**src/rtl/stopwatch_ctrl.sv**
```systemverilog
// mm:ss BCD stopwatch with run/pause, blinking field adjust and a 4-digit
// multiplexed active-low 7-segment driver.
module stopwatch_ctrl #(
    parameter int CLK_HZ  = 100_000_000,
    parameter int SCAN_HZ = 1000,
    parameter int MAX_MIN = 59
) (
    input  logic        clk,
    input  logic        rst,
    input  logic        pause_btn,
    input  logic        adj,
    input  logic        sel,
    output logic [7:0]  seg,
    output logic [3:0]  an,
    output logic [15:0] time_bcd,
    output logic        running
);

    localparam int PRE_W     = $clog2(CLK_HZ);
    localparam int SCAN_DIV  = CLK_HZ / (4 * SCAN_HZ);
    localparam int SCAN_W    = $clog2(SCAN_DIV);
    localparam int BLINK_DIV = CLK_HZ / 4;
    localparam int BLINK_W   = $clog2(BLINK_DIV);

    localparam logic [PRE_W-1:0]   PRE_MAX     = PRE_W'(CLK_HZ - 1);
    localparam logic [PRE_W-1:0]   ADJ_MAX     = PRE_W'(CLK_HZ / 2 - 1);
    localparam logic [SCAN_W-1:0]  SCAN_MAX    = SCAN_W'(SCAN_DIV - 1);
    localparam logic [BLINK_W-1:0] BLINK_MAX   = BLINK_W'(BLINK_DIV - 1);
    localparam logic [7:0]         MAX_MIN_BCD = {4'(MAX_MIN / 10), 4'(MAX_MIN % 10)};

    typedef enum logic {PAUSED = 1'b0, RUNNING = 1'b1} run_state_t;

    run_state_t          state, state_next;
    logic                adj_q;
    logic [PRE_W-1:0]    pre;
    logic                adj_edge, sec_tick, adj_tick;
    logic [15:0]         time_next;
    logic [SCAN_W-1:0]   scan_cnt;
    logic [1:0]          scan_idx;
    logic [BLINK_W-1:0]  blink_cnt;
    logic                blink_phase;
    logic [3:0]          digit;
    logic                blank;

    // Returns {carry, next} for a 00..59 BCD seconds field.
    function automatic logic [8:0] sec_inc(input logic [7:0] s);
        logic [8:0] r;
        r = {1'b0, s};
        if (s[3:0] == 4'd9) begin
            r[3:0] = 4'd0;
            if (s[7:4] == 4'd5) begin
                r[7:4] = 4'd0;
                r[8]   = 1'b1;
            end else begin
                r[7:4] = s[7:4] + 4'd1;
            end
        end else begin
            r[3:0] = s[3:0] + 4'd1;
        end
        return r;
    endfunction

    function automatic logic [7:0] min_inc(input logic [7:0] m);
        logic [7:0] r;
        r = m;
        if (m == MAX_MIN_BCD) begin
            r = 8'h00;
        end else if (m[3:0] == 4'd9) begin
            r[3:0] = 4'd0;
            r[7:4] = m[7:4] + 4'd1;
        end else begin
            r[3:0] = m[3:0] + 4'd1;
        end
        return r;
    endfunction

    function automatic logic [7:0] seg_decode(input logic [3:0] d);
        case (d)
            4'd0: return 8'hC0;
            4'd1: return 8'hF9;
            4'd2: return 8'hA4;
            4'd3: return 8'hB0;
            4'd4: return 8'h99;
            4'd5: return 8'h92;
            4'd6: return 8'h82;
            4'd7: return 8'hF8;
            4'd8: return 8'h80;
            4'd9: return 8'h90;
            default: return 8'hFF;
        endcase
    endfunction

    // Run/pause state machine; the state itself is the running output.
    always_ff @(posedge clk or posedge rst) begin
        if (rst) state <= PAUSED;
        else     state <= state_next;
    end

    always_comb begin
        state_next = state;
        if (pause_btn && !adj)
            state_next = (state == RUNNING) ? PAUSED : RUNNING;
    end

    assign running = (state == RUNNING);

    // One prescaler serves both the 1 s run tick and the half-second adjust tick.
    assign adj_edge = adj ^ adj_q;
    assign sec_tick = !adj && !adj_edge && running && (pre == PRE_MAX);
    assign adj_tick = adj && !adj_edge && (pre == ADJ_MAX);

    always_ff @(posedge clk or posedge rst) begin
        if (rst) begin
            adj_q <= 1'b0;
            pre   <= '0;
        end else begin
            adj_q <= adj;
            if (adj_edge)
                pre <= '0;
            else if (adj)
                pre <= (pre == ADJ_MAX) ? '0 : pre + 1'b1;
            else if (running)
                pre <= (pre == PRE_MAX) ? '0 : pre + 1'b1;
        end
    end

    always_comb begin
        logic [8:0] s_next;
        time_next = time_bcd;
        s_next    = sec_inc(time_bcd[7:0]);
        if (sec_tick) begin
            time_next[7:0] = s_next[7:0];
            if (s_next[8])
                time_next[15:8] = min_inc(time_bcd[15:8]);
        end else if (adj_tick) begin
            if (sel) time_next[7:0]  = s_next[7:0];
            else     time_next[15:8] = min_inc(time_bcd[15:8]);
        end
    end

    always_ff @(posedge clk or posedge rst) begin
        if (rst) time_bcd <= 16'h0000;
        else     time_bcd <= time_next;
    end

    always_comb begin
        case (scan_idx)
            2'd0:    digit = time_bcd[3:0];
            2'd1:    digit = time_bcd[7:4];
            2'd2:    digit = time_bcd[11:8];
            default: digit = time_bcd[15:12];
        endcase
        // sel = 1 blinks digits 0/1 (seconds), sel = 0 blinks digits 2/3 (minutes).
        blank = adj && blink_phase && (sel ? !scan_idx[1] : scan_idx[1]);
    end

    always_ff @(posedge clk or posedge rst) begin
        if (rst) begin
            blink_cnt   <= '0;
            blink_phase <= 1'b0;
        end else if (!adj) begin
            blink_cnt   <= '0;
            blink_phase <= 1'b0;
        end else if (blink_cnt == BLINK_MAX) begin
            blink_cnt   <= '0;
            blink_phase <= !blink_phase;
        end else begin
            blink_cnt   <= blink_cnt + 1'b1;
        end
    end

    always_ff @(posedge clk or posedge rst) begin
        if (rst) begin
            scan_cnt <= '0;
            scan_idx <= 2'd0;
            an       <= 4'hF;
            seg      <= 8'hFF;
        end else if (scan_cnt == SCAN_MAX) begin
            scan_cnt <= '0;
            scan_idx <= scan_idx + 2'd1;
            an       <= blank ? 4'hF : ~(4'b0001 << scan_idx);
            seg      <= blank ? 8'hFF : seg_decode(digit);
        end else begin
            scan_cnt <= scan_cnt + 1'b1;
        end
    end

endmodule

```
**config.mk**
```make
export PLATFORM = sky130hd
export DESIGN_NAME = stopwatch_ctrl
export DESIGN_NICKNAME = d
export VERILOG_FILES = /design/src/rtl/stopwatch_ctrl.sv
export SDC_FILE = /design/constraint.sdc
export NUM_CORES = 1
export LEC_CHECK = 0
export CORE_UTILIZATION = 45
export CTS_BUF_LIST = sky130_fd_sc_hd__clkbuf_8
export DETAILED_ROUTE_END_ITERATION = 16
export GPL_TIMING_DRIVEN = 0
export SYNTH_ARGS = -nofsm -noshare
export SYNTH_HDL_FRONTEND = slang
export SYNTH_SLANG_ARGS = --single-unit
```
**constraint.sdc**
```tcl
create_clock -name clk -period 3.5 [get_ports clk]
set_input_delay 0.35 -clock clk [delete_from_list [all_inputs] [get_ports clk]]
set_output_delay 0.35 -clock clk [all_outputs]
set_load 0.02 [all_outputs]
```
==> run summary <==
status: finished, final reports clean
global route overflow: 0
Setup crit start kind: primary input
Clk Latency, worst-skew pair: 0.39 ns
critical path endpoint category: flip-flop
Die Area: 13,000 um^2
Synth Cell Area: 5640 um^2
maxcap violations: 0
number of remaining DRC errors: 0
clock buffer depth: 2
Clock Pin Slew Worst Setup and Hold Paths: 0.10 ns
clk_skew: 0.0164 ns
drt wl/cell: 15.2 um
fmax: 352 MHz
Final #Nets: 680
total power divided by cell area: 330 nW/um^2
setup bufs post-CTS: 0
die height: 114 um
total CTS buffers: 9
Sink Count: 99
setup violators final: 0
final WL: 12.6 mm
largest net degree at the start of global routing: 72
Post-Syn Area per Cell: 9.19 um^2
Rows: 40
pre-CTS WS: 0.220 ns
Critical Path RT: 3.81 ns
chip width: 114 um
Antenna Violating Nets Remaining: 0
Antenna diodes: 0
WP data arrival: 3.15 ns
ys flop type: dfrtp_1
Synthesis Warnings: 0
Resize count post-CTS: 0
first-pass GRT wire length: 22.1 mm
hold_buf cts: 0
CTS tree: done
number of vias per cell: 5.58
Area Growth Syn to Fin: 13.2%
starting density of the core: 0.466
Setup WS post-layout: 0.657 ns
CTS HTree Levels: 3
share of layout cells above drive strength 1: 0.0830
Root Driver: clkbuf_8
Tightest Pin Transition: 0.992 ns
initial antenna violation count: 0
Vias: 4,639
Slew HR: 0.333
Hold Path Class: primary input to asynchronous set/reset pin
sequential cell area fraction in the yosys report: 0.441
RSZ-0062 raised after global routing: false
gr usage total: 0.214
io pins: 34
Worst VDD drop: 244 uV
RD Place Congestion: 0.863
initial drt markers: 263
Detail Placement HPWL: 9.02 mm
port buffer count: 32
post-synthesis cell count: 614
vias in the first global route: 4,469
post-synthesis net count: 636
asr flop ratio synth: 1.00
Hold Fails Final Rpt: 0
Synth cell types: 66
Core Region: 12,100 um^2
Leak: 2.68 nW
Total Power: 2.11 mW
register area: 2490 um^2
crit-path max FO: 10
Post-synth EDFFs: 0
setup TNS: 0 ns
period utilisation layout: 0.812
crit path time final: 2.84 ns
worst setup path category: primary input to flip-flop
multi-input combinational cell area: 2940 um^2
max-slew violations: 0
iteration count of the initial detailed-routing pass: 4
final-layout fill cell count: 1,146
FF+latch count, synth: 99
flip-flops by register name, indices dropped and copies added, names as in the netlist:
name         cells
adj_q            1
scan_idx         2
blink_phase      1
seg              7
scan_cnt        15
blink_cnt       25
pre             27
an               4
running          1
time_bcd        16
layout by cell type, fill, tap and decap left out, drive strengths merged, types with 4 or more instances in the layout:
cell and instances:
o22a 5, o31a 5, clkinv 5, or3 4
dfrtp 88, dfstp 11, mux2 11, xor2 22
nor2 65, clkbuf 29, clkdlybuf4s50 32, o21a 5
and3 16, nand3 28, and4 8, o211ai 7
a222oi 4, o21bai 4, nor3b 4, nand2 68
nor4 16, xnor2 23, a21oi 14, buf 8
o21ai 15, ha 17, inv 29, and2 10
nor3 20, nand4 20, o22ai 15, or4 8
logic make-up after synthesis:
family	share of synthesized area
buf+inv	0.0375
simple gates	0.264
xor+xnor	0.0698
mux	0.0255
flops	0.441
other cells	0.000665
compound gates	0.123
fa+ha+maj	0.0377
synthesized netlist by cell type (all sizes together), types with 4 or more instances:
cell / number / area share
or3: 4 / 0.0044
xnor2: 23 / 0.036
o21a: 5 / 0.0067
mux2: 11 / 0.022
a21oi: 14 / 0.012
nor3b: 4 / 0.0053
o21ai: 15 / 0.013
dfrtp: 88 / 0.39
o31a: 5 / 0.0078
and4: 8 / 0.012
o211ai: 7 / 0.0093
ha: 17 / 0.038
a222oi: 4 / 0.0071
and2: 10 / 0.011
o22ai: 15 / 0.017
or4: 8 / 0.011
and3: 16 / 0.018
o22a: 5 / 0.0078
nand3: 28 / 0.026
inv: 26 / 0.017
nand2: 68 / 0.045
xor2: 22 / 0.034
nor4: 16 / 0.019
clkbuf: 19 / 0.013
o21bai: 4 / 0.0053
nand4: 20 / 0.023
nor3: 20 / 0.018
buf: 7 / 0.0060
nor2: 65 / 0.043
dfstp: 11 / 0.051
power by group:
group / leakage (nW) / switching (mW) / internal [mW] / total, mW
sequential: 1.31 / 0.0272 / 1.17 / 1.19
clock: 0.0989 / 0.435 / 0.287 / 0.722
combinational: 1.27 / 0.134 / 0.0578 / 0.192
total: 2.68 / 0.596 / 1.51 / 2.11
path summary, 6_finish.rpt:
path,depth (start not counted),from,slack [ns],end
setup / recovery,7,adj,0.66,pre[0]$_DFFE_PP0P_
hold / removal,2,rst,0.30,blink_cnt[15]$_DFF_PP0_
setup reg to reg,7,pre[0]$_DFFE_PP0P_,0.72,time_bcd[3]$_DFFE_PP0P_
hold reg to reg,1,scan_cnt[9]$_DFF_PP0_,0.49,scan_cnt[9]$_DFF_PP0_
max in group asynchronous,3,rst,2.50,an[2]$_DFFE_PP1N_
min in group clk,1,scan_cnt[9]$_DFF_PP0_,0.49,scan_cnt[9]$_DFF_PP0_
stage by stage:
stage	hold slack [ns]	instance area, um^2	instances	util
finish	0.302	6390	831	0.527
global route	0.333	6390	831	0.527
CTS	0.295	6390	831	0.527
detailed placement	0.483	6200	815	0.512
global placement	0.471	6170	814	0.510
floorplan	0.381	5640	614	-
worst max-delay path, stage by stage:
cell             delay (ns)
clkdlybuf4s50_1        0.62
clkinv_1               0.27
ha_1                   0.42
nor3_1                 0.78
clkbuf_1               0.52
nand2_1                0.09
o21ai_0                0.09
layout make-up:
| class | count | share of cell area |
|---|---|---|
| Clock buffer | 10 | 0.0215 |
| Clock inverter | 6 | 0.00744 |
| Multi-Input combinational cell | 461 | 0.460 |
| Buffer | 26 | 0.0166 |
| Inverter | 28 | 0.0168 |
| Timing Repair Buffer | 33 | 0.0544 |
| Sequential cell | 99 | 0.390 |
| Tap cell | 168 | 0.0329 |
metal layers:
| metal | share of wire | GRT usage | wire [um] | vias up |
|---|---|---|---|---|
| met3 | 0.033 | 0.0505 | 416 | 7 |
| met5 | 0 | 0 | 0 | - |
| met2 | 0.47 | 0.345 | 5980 | 60 |
| met4 | 0.0096 | 0.0502 | 121 | 0 |
| li1 | - | - | - | 2302 |
| met1 | 0.48 | 0.292 | 6080 | 2270 |
(Power assumes the default switching activity.)
==> variant, RTL diff (same flow settings) <==
Change the parameter `SCAN_HZ` from 1000 to 500.
--- a/src/rtl/stopwatch_ctrl.sv
+++ b/src/rtl/stopwatch_ctrl.sv
@@ -2,7 +2,7 @@
 // multiplexed active-low 7-segment driver.
 module stopwatch_ctrl #(
     parameter int CLK_HZ  = 100_000_000,
-    parameter int SCAN_HZ = 1000,
+    parameter int SCAN_HZ = 500,
     parameter int MAX_MIN = 59
 ) (
     input  logic        clk,
Behaviour: same outputs for any inputs over 10 cycles, from zero or initial values and one cycle with rst high; that may be too few to reach the edited logic, so the function may still have changed.
==> variant against the unedited design <==
Worst setup slack got worse by 0.0072 ns; sequential cell count grew 1; clock skew shrank 0.0073 ns; power decreased by 2.2%; area after synthesis shrank 5.3%; routed wire length is 8.7% lower; design area shrank 5.2%; largest cell class unchanged.
==> variant: results (changes against the unedited design) <==
Status
  • Status: complete, no violations

GRT
  • Total gr overflow: 0 (unchanged)
  • First-pass GRT wire length: 19,900 um (-9.7%)
  • Vias in the first global route: 4,203 (-6.0%)
  • All-Layer GR Usage: 20.1% (-1.3 points)
  • Largest net degree at the start of global routing: 65 (-9.7%)
  • Initial antenna violation count: 0 (unchanged)

Synth
  • Ys async rst share: 100% (unchanged)
  • Top post-synthesis cells by area: dfrtp_1, dfstp_2, nor2_1, xor2_1, ha_1
  • Commonest cells post-synth: dfrtp_1, nor2_1, nand2_1
  • Yosys warns: 0 (unchanged)
  • Xor/xnor share of the synthesized area: 7.54% (+0.55 points)
  • Main synth FF type: dfrtp_1
  • Yosys cell types: 54 (-18%)
  • Post-synthesis mux area share: 2.29% (-0.26 points)
  • Post-Synth Adder-Cell Area: 3.98% (+0.21 points)
  • Syn nets: 601 (-5.5%)
  • Sequential fraction of the synthesis area: 47.1% (+2.9 points)
  • Compound-cell area share of the yosys netlist: 11.3% (-1.0 points)

Layout
  • Nets: 645 (-5.1%)
  • Inserted Diodes: 0 (unchanged)
  • Largest registers: pre (27), blink_cnt (25)
  • Fillers: 1,076 (-6.1%)
  • Layout cells sized above 1: 7.48% (-0.81 points)

Worst hold path
  • HP Class: in -> async

Pwr
  • Pleak: 2.53 nW (-5.6%)
  • Internal power: 0.00151 W (-0.21%)
  • VDD IR max: 263 uV (+7.8%)

Clocking
  • Postcts setup bufs: 0 (unchanged)
  • Clock latency on the worst-skew pair: 0.37 ns (-0.02 ns)
  • Clock Path Buffers: 2 (unchanged)
  • Clock slew at reported path FFs: approximately 0.090 ns
  • CTS buffer count: 9 (unchanged)
  • CTS root buffer: clkbuf_8

Drt
  • DRT iter0 DRCs: 230 (-13%)
  • Drt pass-1 iters: 4 (unchanged)
  • DR vias/cell: 5.51 (-1.3%)
  • WL/cell: 14.9 um (-1.6%)

Place
  • DP HPWL: 7990 um (-11%)
  • Routability cong.: 0.809 (-6.3%)
  • Placed cell areas: 5880 sq um (-5.3%)
  • I/O Buffers: 32 (unchanged)

STA
  • Max-slew headroom: 12.3% (-21 points)
  • Worst Skew: 0.00910 ns (-0.00735 ns)
  • Final Hold Fails: 0 (unchanged)

Worst setup path
  • Worst path slowest cell: o311ai_0
  • CP top delay family: buffers and inverters
  • CP Data Arrival Time: 3.09 ns (-0.06 ns)
  • R2R depth: 10 (+3)
  • Worst Path Max Fanout: 10 (unchanged)
  • Largest stage delay on the critical path: 0.47 ns (-0.31 ns)
-- variant: cell count changes after synthesis, sizes merged, moves of 7 or more --
cell | before | now
a31oi | 3 | 20
a21oi | 14 | 29
o22ai | 15 | 1
nand2 | 68 | 57
nor4 | 16 | 7
o21ai | 15 | 24
nor2 | 65 | 73
nor3 | 20 | 13
or4 | 8 | 1
-- variant: cells by family (layout without fill, tap and decap cells) --
family | count (synthesis) | in the layout
muxes | 11 | 11
DFF | 100 | 100
and+or+nand+nor | 254 | 254
other | 1 | 1
buffers and inverters | 51 | 100
AOI/OAI and AO/OA | 99 | 99
xor gates and xnor gates | 46 | 46
adders and majority gates | 17 | 17
-- variant: worst paths after layout --
check | endpoint | slack (ns) | from
min in group clk | scan_cnt[0] | 0.49 | scan_cnt[0]
worst min register to register | scan_cnt[0] | 0.49 | scan_cnt[0]
max in group asynchronous | pre[17] | 2.48 | rst
worst max-delay path | pre[13] | 0.65 | pre[0]
worst min-delay path | blink_cnt[17] | 0.36 | rst
worst max register to register | pre[13] | 0.65 | pre[0]
-- variant: area by class of cell --
type | count | area share (%)
Inverter | 30 | 1.90
Multi-Input combinational cell | 428 | 43.2
Sequential cell | 100 | 41.6
Tap cell | 143 | 2.96
Clock buffer | 10 | 2.27
Timing Repair Buffer | 33 | 5.75
Clock inverter | 6 | 0.661
Buffer | 21 | 1.65
-- variant: power by group through the flow --
stage	combinational (W)	clock, W	sequential (W)
final	0.000177	0.000685	0.00120
after detailed placement	0.000179	0	0.00122
after floorplan	0.000108	0	0.00122
after global routing	0.000201	0.000760	0.00120
after CTS	0.000180	0.000718	0.00120
after global placement	0.000171	0	0.00122
-- variant: stage by stage --
stage | hold WS (ns) | std cells | worst slack (ns) | util, %
floorplan | 0.381 | 579 | 0.549 | -
global placement | 0.462 | 754 | -1.01 | 50.8
detailed placement | 0.473 | 755 | 0.381 | 51.0
CTS | 0.353 | 771 | 0.648 | 52.6
global route | 0.370 | 771 | 0.214 | 52.6
finish | 0.356 | 771 | 0.650 | 52.6
-- variant: routing by layer --
metal / vias to the layer above / track usage, % / wire [um]
met5: - / 0 / 0
met3: 12 / 5.58 / 394
met4: 0 / 5.48 / 156
li1: 2109 / - / -
met1: 2064 / 26.5 / 5540
met2: 65 / 32.4 / 5410
-- variant: worst reg2reg max path, delay by kind of cell, from the launching register on --
| family | cells | cell delay [ns] |
|---|---|---|
| AOI/OAI and AO/OA | 4 | 0.84 |
| DFF | 1 | 0.42 |
| buffers and inverters | 3 | 0.86 |
| adders and majority gates | 1 | 0.20 |
| and+or+nand+nor | 2 | 0.40 |
